**src/rtl/csa_accum_pkg.sv**
```systemverilog
// Shared types and sizing helpers for the carry-save accumulator.
package csa_accum_pkg;

  typedef enum logic [1:0] {
    StAccum,
    StResolve,
    StOut
  } state_e;

  function automatic int unsigned num_chunks(input int unsigned width,
                                             input int unsigned chunk_width);
    return width / chunk_width;
  endfunction

  // A counter is at least one bit wide, even when there is a single chunk.
  function automatic int unsigned cnt_width(input int unsigned n);
    return (n > 1) ? $clog2(n) : 1;
  endfunction

endpackage

```
**src/rtl/csa_chunk_adder.sv**
```systemverilog
// Combinational ChunkWidth-bit adder with carry in and carry out.
module csa_chunk_adder #(
  parameter int unsigned ChunkWidth = 8
) (
  input  logic [ChunkWidth-1:0] a_i,
  input  logic [ChunkWidth-1:0] b_i,
  input  logic                  ci_i,
  output logic [ChunkWidth-1:0] sum_o,
  output logic                  co_o
);

  always_comb begin
    {co_o, sum_o} = {1'b0, a_i} + {1'b0, b_i} + {{ChunkWidth{1'b0}}, ci_i};
  end

endmodule

```
**src/rtl/csa_accum.sv**
```systemverilog
// Carry-save multi-operand accumulator with a chunked multi-cycle resolve stage.
// Define CSA_ACCUM_OVF_EN to add the sticky unsigned-overflow output ovf_o.
module csa_accum
  import csa_accum_pkg::*;
#(
  parameter int unsigned Width      = 32,
  parameter int unsigned ChunkWidth = 8
) (
  input  logic             clk_i,
  input  logic             rst_ni,
  input  logic [Width-1:0] op_i,
  input  logic             op_last_i,
  input  logic             op_valid_i,
  output logic             op_ready_o,
  output logic [Width-1:0] res_o,
  output logic             res_valid_o,
  input  logic             res_ready_i,
`ifdef CSA_ACCUM_OVF_EN
  output logic             ovf_o,
`endif
  output logic             busy_o
);

  localparam int unsigned NumChunks = num_chunks(Width, ChunkWidth);
  localparam int unsigned CntW      = cnt_width(NumChunks);
  localparam logic [CntW-1:0] LastChunk = CntW'(NumChunks - 1);

  if ((Width % ChunkWidth) != 0) begin : gen_bad_cfg
    $fatal(1, "csa_accum: Width must be a multiple of ChunkWidth");
  end

  state_e            state_q, state_d;
  logic [Width-1:0]  sreg_q, sreg_d;
  logic [Width-1:0]  creg_q, creg_d;
  logic [Width-1:0]  res_q, res_d;
  logic [CntW-1:0]   k_q, k_d;
  logic              cy_q, cy_d;

  logic [Width-1:0]      maj;
  logic [ChunkWidth-1:0] chunk_a, chunk_b, chunk_sum;
  logic                  chunk_co;
  logic                  acc_fire, resolve_done, res_fire;

  assign maj = (sreg_q & creg_q) | (sreg_q & op_i) | (creg_q & op_i);

  assign chunk_a = sreg_q[32'(k_q) * ChunkWidth +: ChunkWidth];
  assign chunk_b = creg_q[32'(k_q) * ChunkWidth +: ChunkWidth];

  csa_chunk_adder #(
    .ChunkWidth(ChunkWidth)
  ) u_chunk_adder (
    .a_i  (chunk_a),
    .b_i  (chunk_b),
    .ci_i (cy_q),
    .sum_o(chunk_sum),
    .co_o (chunk_co)
  );

  assign acc_fire     = (state_q == StAccum) && op_valid_i;
  assign resolve_done = (state_q == StResolve) && (k_q == LastChunk);
  assign res_fire     = (state_q == StOut) && res_ready_i;

  always_comb begin
    state_d = state_q;
    sreg_d  = sreg_q;
    creg_d  = creg_q;
    res_d   = res_q;
    k_d     = k_q;
    cy_d    = cy_q;
    case (state_q)
      StAccum: begin
        if (acc_fire) begin
          sreg_d = sreg_q ^ creg_q ^ op_i;
          // Shifting the majority left drops its MSB: the total wraps modulo 2^Width.
          creg_d = maj << 1;
          if (op_last_i) begin
            state_d = StResolve;
            k_d     = '0;
            cy_d    = 1'b0;
          end
        end
      end
      StResolve: begin
        res_d[32'(k_q) * ChunkWidth +: ChunkWidth] = chunk_sum;
        cy_d = chunk_co;
        if (resolve_done) begin
          state_d = StOut;
          k_d     = '0;
        end else begin
          k_d = k_q + 1'b1;
        end
      end
      StOut: begin
        if (res_fire) begin
          state_d = StAccum;
          sreg_d  = '0;
          creg_d  = '0;
          k_d     = '0;
          cy_d    = 1'b0;
        end
      end
      default: state_d = StAccum;
    endcase
  end

  always_ff @(posedge clk_i or negedge rst_ni) begin
    if (!rst_ni) begin
      state_q <= StAccum;
      sreg_q  <= '0;
      creg_q  <= '0;
      res_q   <= '0;
      k_q     <= '0;
      cy_q    <= 1'b0;
    end else begin
      state_q <= state_d;
      sreg_q  <= sreg_d;
      creg_q  <= creg_d;
      res_q   <= res_d;
      k_q     <= k_d;
      cy_q    <= cy_d;
    end
  end

`ifdef CSA_ACCUM_OVF_EN
  logic ovf_q, ovf_d;

  // Sticky: any majority bit wrapped off the top, or a carry out of the final chunk.
  always_comb begin
    ovf_d = ovf_q;
    if (acc_fire && maj[Width-1]) ovf_d = 1'b1;
    if (resolve_done && chunk_co) ovf_d = 1'b1;
    if (res_fire) ovf_d = 1'b0;
  end

  always_ff @(posedge clk_i or negedge rst_ni) begin
    if (!rst_ni) begin
      ovf_q <= 1'b0;
    end else begin
      ovf_q <= ovf_d;
    end
  end

  assign ovf_o = ovf_q;
`endif

  assign op_ready_o  = (state_q == StAccum);
  assign res_valid_o = (state_q == StOut);
  assign busy_o      = (state_q != StAccum);
  assign res_o       = res_q;

endmodule

```
**config.mk**
```make
export PLATFORM = sky130hd
export DESIGN_NAME = csa_accum
export DESIGN_NICKNAME = d
export VERILOG_FILES = /design/src/rtl/csa_accum_pkg.sv /design/src/rtl/csa_chunk_adder.sv /design/src/rtl/csa_accum.sv
export SDC_FILE = /design/constraint.sdc
export NUM_CORES = 1
export LEC_CHECK = 0
export ABC_AREA = 1
export CAP_MARGIN = 25
export CORE_UTILIZATION = 45
export CTS_BUF_LIST = sky130_fd_sc_hd__clkbuf_2 sky130_fd_sc_hd__clkbuf_4 sky130_fd_sc_hd__clkbuf_8
export DETAILED_ROUTE_END_ITERATION = 7
export DONT_BUFFER_PORTS = 1
export PLACE_DENSITY_LB_ADDON = 0.25
export RECOVER_POWER = 100
export SLEW_MARGIN = 20
export SYNTH_ARGS = -nofsm -noshare
export SYNTH_HDL_FRONTEND = slang
export SYNTH_SLANG_ARGS = --single-unit
```
**constraint.sdc**
```tcl
create_clock -name clk_i -period 2.4 [get_ports clk_i]
set_input_delay 0.36 -clock clk_i [delete_from_list [all_inputs] [get_ports clk_i]]
set_output_delay 0.36 -clock clk_i [all_outputs]
set_load 0.01 [all_outputs]
```
==> metrics <==
Antenna Violating Nets Remaining 0; Reg clk slew, reported paths 0.11 ns; pwr/cell area 1710 mW/mm^2; class of the worst hold path in -> async; number of synthesized flops with an enable pin 0; Fin. Hold Viols 100; YS warnings 0; total wire length 14000 um; Mapped Cells 632; Pre-antenna DRT Iters 5; setup TNS 0 ns; io pins 72; failing checks negative hold slack; GRT overflow 0; RSZ-0062 raised after global routing true; clock tree root buffer cell clkbuf_8; Max FO, Critical Path 8; first-pass GRT wire length 23000 um; Mapped Nets 714; Slew headroom 56.2%; Tmin final 2.38 ns; total CTS buffers 9; CP peak stage delay 0.47 ns; Port Buffer Count 0; Via density 5.57; Setup Skew 0.0190 ns; Initial Utilization 46.4%; Fmax achieved 420 MHz; Max Cap Violations 0; Async SR Flop Fraction 100%; area grow syn2layout 11.1%; Power Total 10.7 mW; Required @ worst endpoint 2.71 ns; max-slew violations 0; most common cell after layout, fill and taps aside nand2_1; Unique masters post-synth 31; Setup Crit Path Kind reg -> reg; initial antenna violation count 0; share of cells above drive strength 1 14.7%; Nets 718; CORE AREA 0.0121 sq mm; combined flip-flop and latch cell area 0.00250 sq mm; Crit path max-delay family compound AO/OA/AOI/OAI gates; CP Capture Type flip-flop; Die Y 114 um; worst-margin pin slew 0.656 ns; peak supply drop 599 uV; Vias 4509; most frequent cells in the layout nand2_1 (140), nand3_1 (130), dfrtp_1 (99); CTS H-tree depth 3; chip width 114 um; period utilization 99.2%; crit path max-delay cell type dfrtp_2; CTS tree done; CTS max path bufs 2; row cnt 40; n_diodes 0; initial DRC count 273; gr usage total 23.1%; GPL Wtd Cong 0.876; Sink Count 100; cell area after synthesis 0.00563 sq mm; hold slack final -0.351 ns; clock latency at the later pin of the worst-skew pair 0.39 ns; Avg Synthesized Cell Area 8.90 sq um; post-synthesis sequential area ratio 44.5%; Multi-input gate area 0.00293 sq mm; worst-path cell chain inv_4, buf_6, o21ai_0, o22ai_2, buf_4, fa_2, nand2_1, nand2_2, nand3_2, nand2_1, nand2_2, nand3_2, buf_6, o21ai_2; WL per Instance 17.3 um; Buf+Inv Stages, Crit Path 4; final setup violation count 0; most used flip-flop cell after synthesis dfrtp_1; Critical Path Source Type flip-flop; DP HPWL 9860 um; CP Data Arrival Time 2.69 ns; Post-route DRC 0; LEAKAGE 3.08 nW; status complete, but fails checks; #FFs+latches synth 100; die area 0.0130 sq mm; largest net degree at the start of global routing 101; vias in the first global route 4484; fill cell count 1137
## what timing repair did
| item | in CTS | in global routing |
|---|---|---|
| buffers inserted | 2 | 2 |
| gates resized for setup | 8 | 41 |
| setup endpoints to repair | 14 | 25 |
| pin swaps | 4 | 16 |
| endpoints found under the hold margin | 100 | 100 |
## state kept, by name, indices dropped and copies added (netlist names)
name     count
creg_q      31
cy_q         1
k_q          2
res_o       32
sreg_q      32
state_q      2
## per-stage QoR
step	cells	setup WS (ns)	util [%]	cell area, sq um
6_report	809	0.0190	51.6	6250
5_1_grt	809	-0.0697	51.6	6250
4_1_cts	807	0.00569	50.6	6130
3_5_place_dp	789	-0.0794	48.5	5870
3_3_place_gp	789	0.0473	48.5	5870
2_1_floorplan	632	0.0221	-	5650
## cells in the mapped netlist, types with 7 or more instances
cell	instances	share of area [%]
nand2_1	145	9.7
nand3_1	133	12
dfrtp_1	100	44
o21ai_0	41	3.6
nor2_1	37	2.5
fa_1	32	11
inv_1	27	1.8
clkbuf_1	22	1.5
o22ai_1	16	1.8
ha_1	13	2.9
o21ai_1	11	0.98
buf_2	7	0.62
inv_2	7	0.47
nand4_1	7	0.78
## layer usage
metal	global-route usage, %	wire length, um	vias up
met1	29.5	5930	2226
met3	4.41	732	36
met2	38.0	6880	128
li1	-	-	2119
met4	10.8	461	0
met5	0	0	-
## worst paths after layout
| check | start | endpoint | slack (ns) | cells after the start |
|---|---|---|---|---|
| min reg2reg | res_o[6] | res_o[6] | 0.56 | 2 |
| max reg2reg | k_q[0] | res_o[22] | 0.02 | 14 |
| min in group clk_i | op_valid_i | sreg_q[24] | 0.12 | 2 |
| min | rst_ni | res_o[17] | -0.35 | 0 |
| max in group asynchronous | rst_ni | creg_q[7] | 2.62 | 0 |
| max | k_q[0] | res_o[22] | 0.02 | 14 |
## power by group
| group | internal, mW | switching (mW) |
|---|---|---|
| sequential | 2.43 | 0.898 |
| clock | 0.595 | 0.635 |
| combinational | 2.61 | 3.54 |
| total | 5.64 | 5.07 |
## cell type report
cell class | instances | share of cell area (%)
Tap cell | 168 | 3.36
Clock buffer | 9 | 1.98
Multi-Input combinational cell | 462 | 46.9
Sequential cell | 100 | 40.1
Inverter | 34 | 2.08
Timing Repair Buffer | 29 | 4.07
Clock inverter | 7 | 1.54
## cell families (layout without fill, tap and decap cells)
family,count (synthesis),count (layout),share of synthesized area (%)
simple gates,336,336,27.5
flops,100,100,44.5
compound gates,76,76,7.36
buf+inv,70,79,5.63
fa+ha+maj,45,45,14.3
xor+xnor,5,5,0.779
No activity file was read; power rests on OpenSTA's default activity.
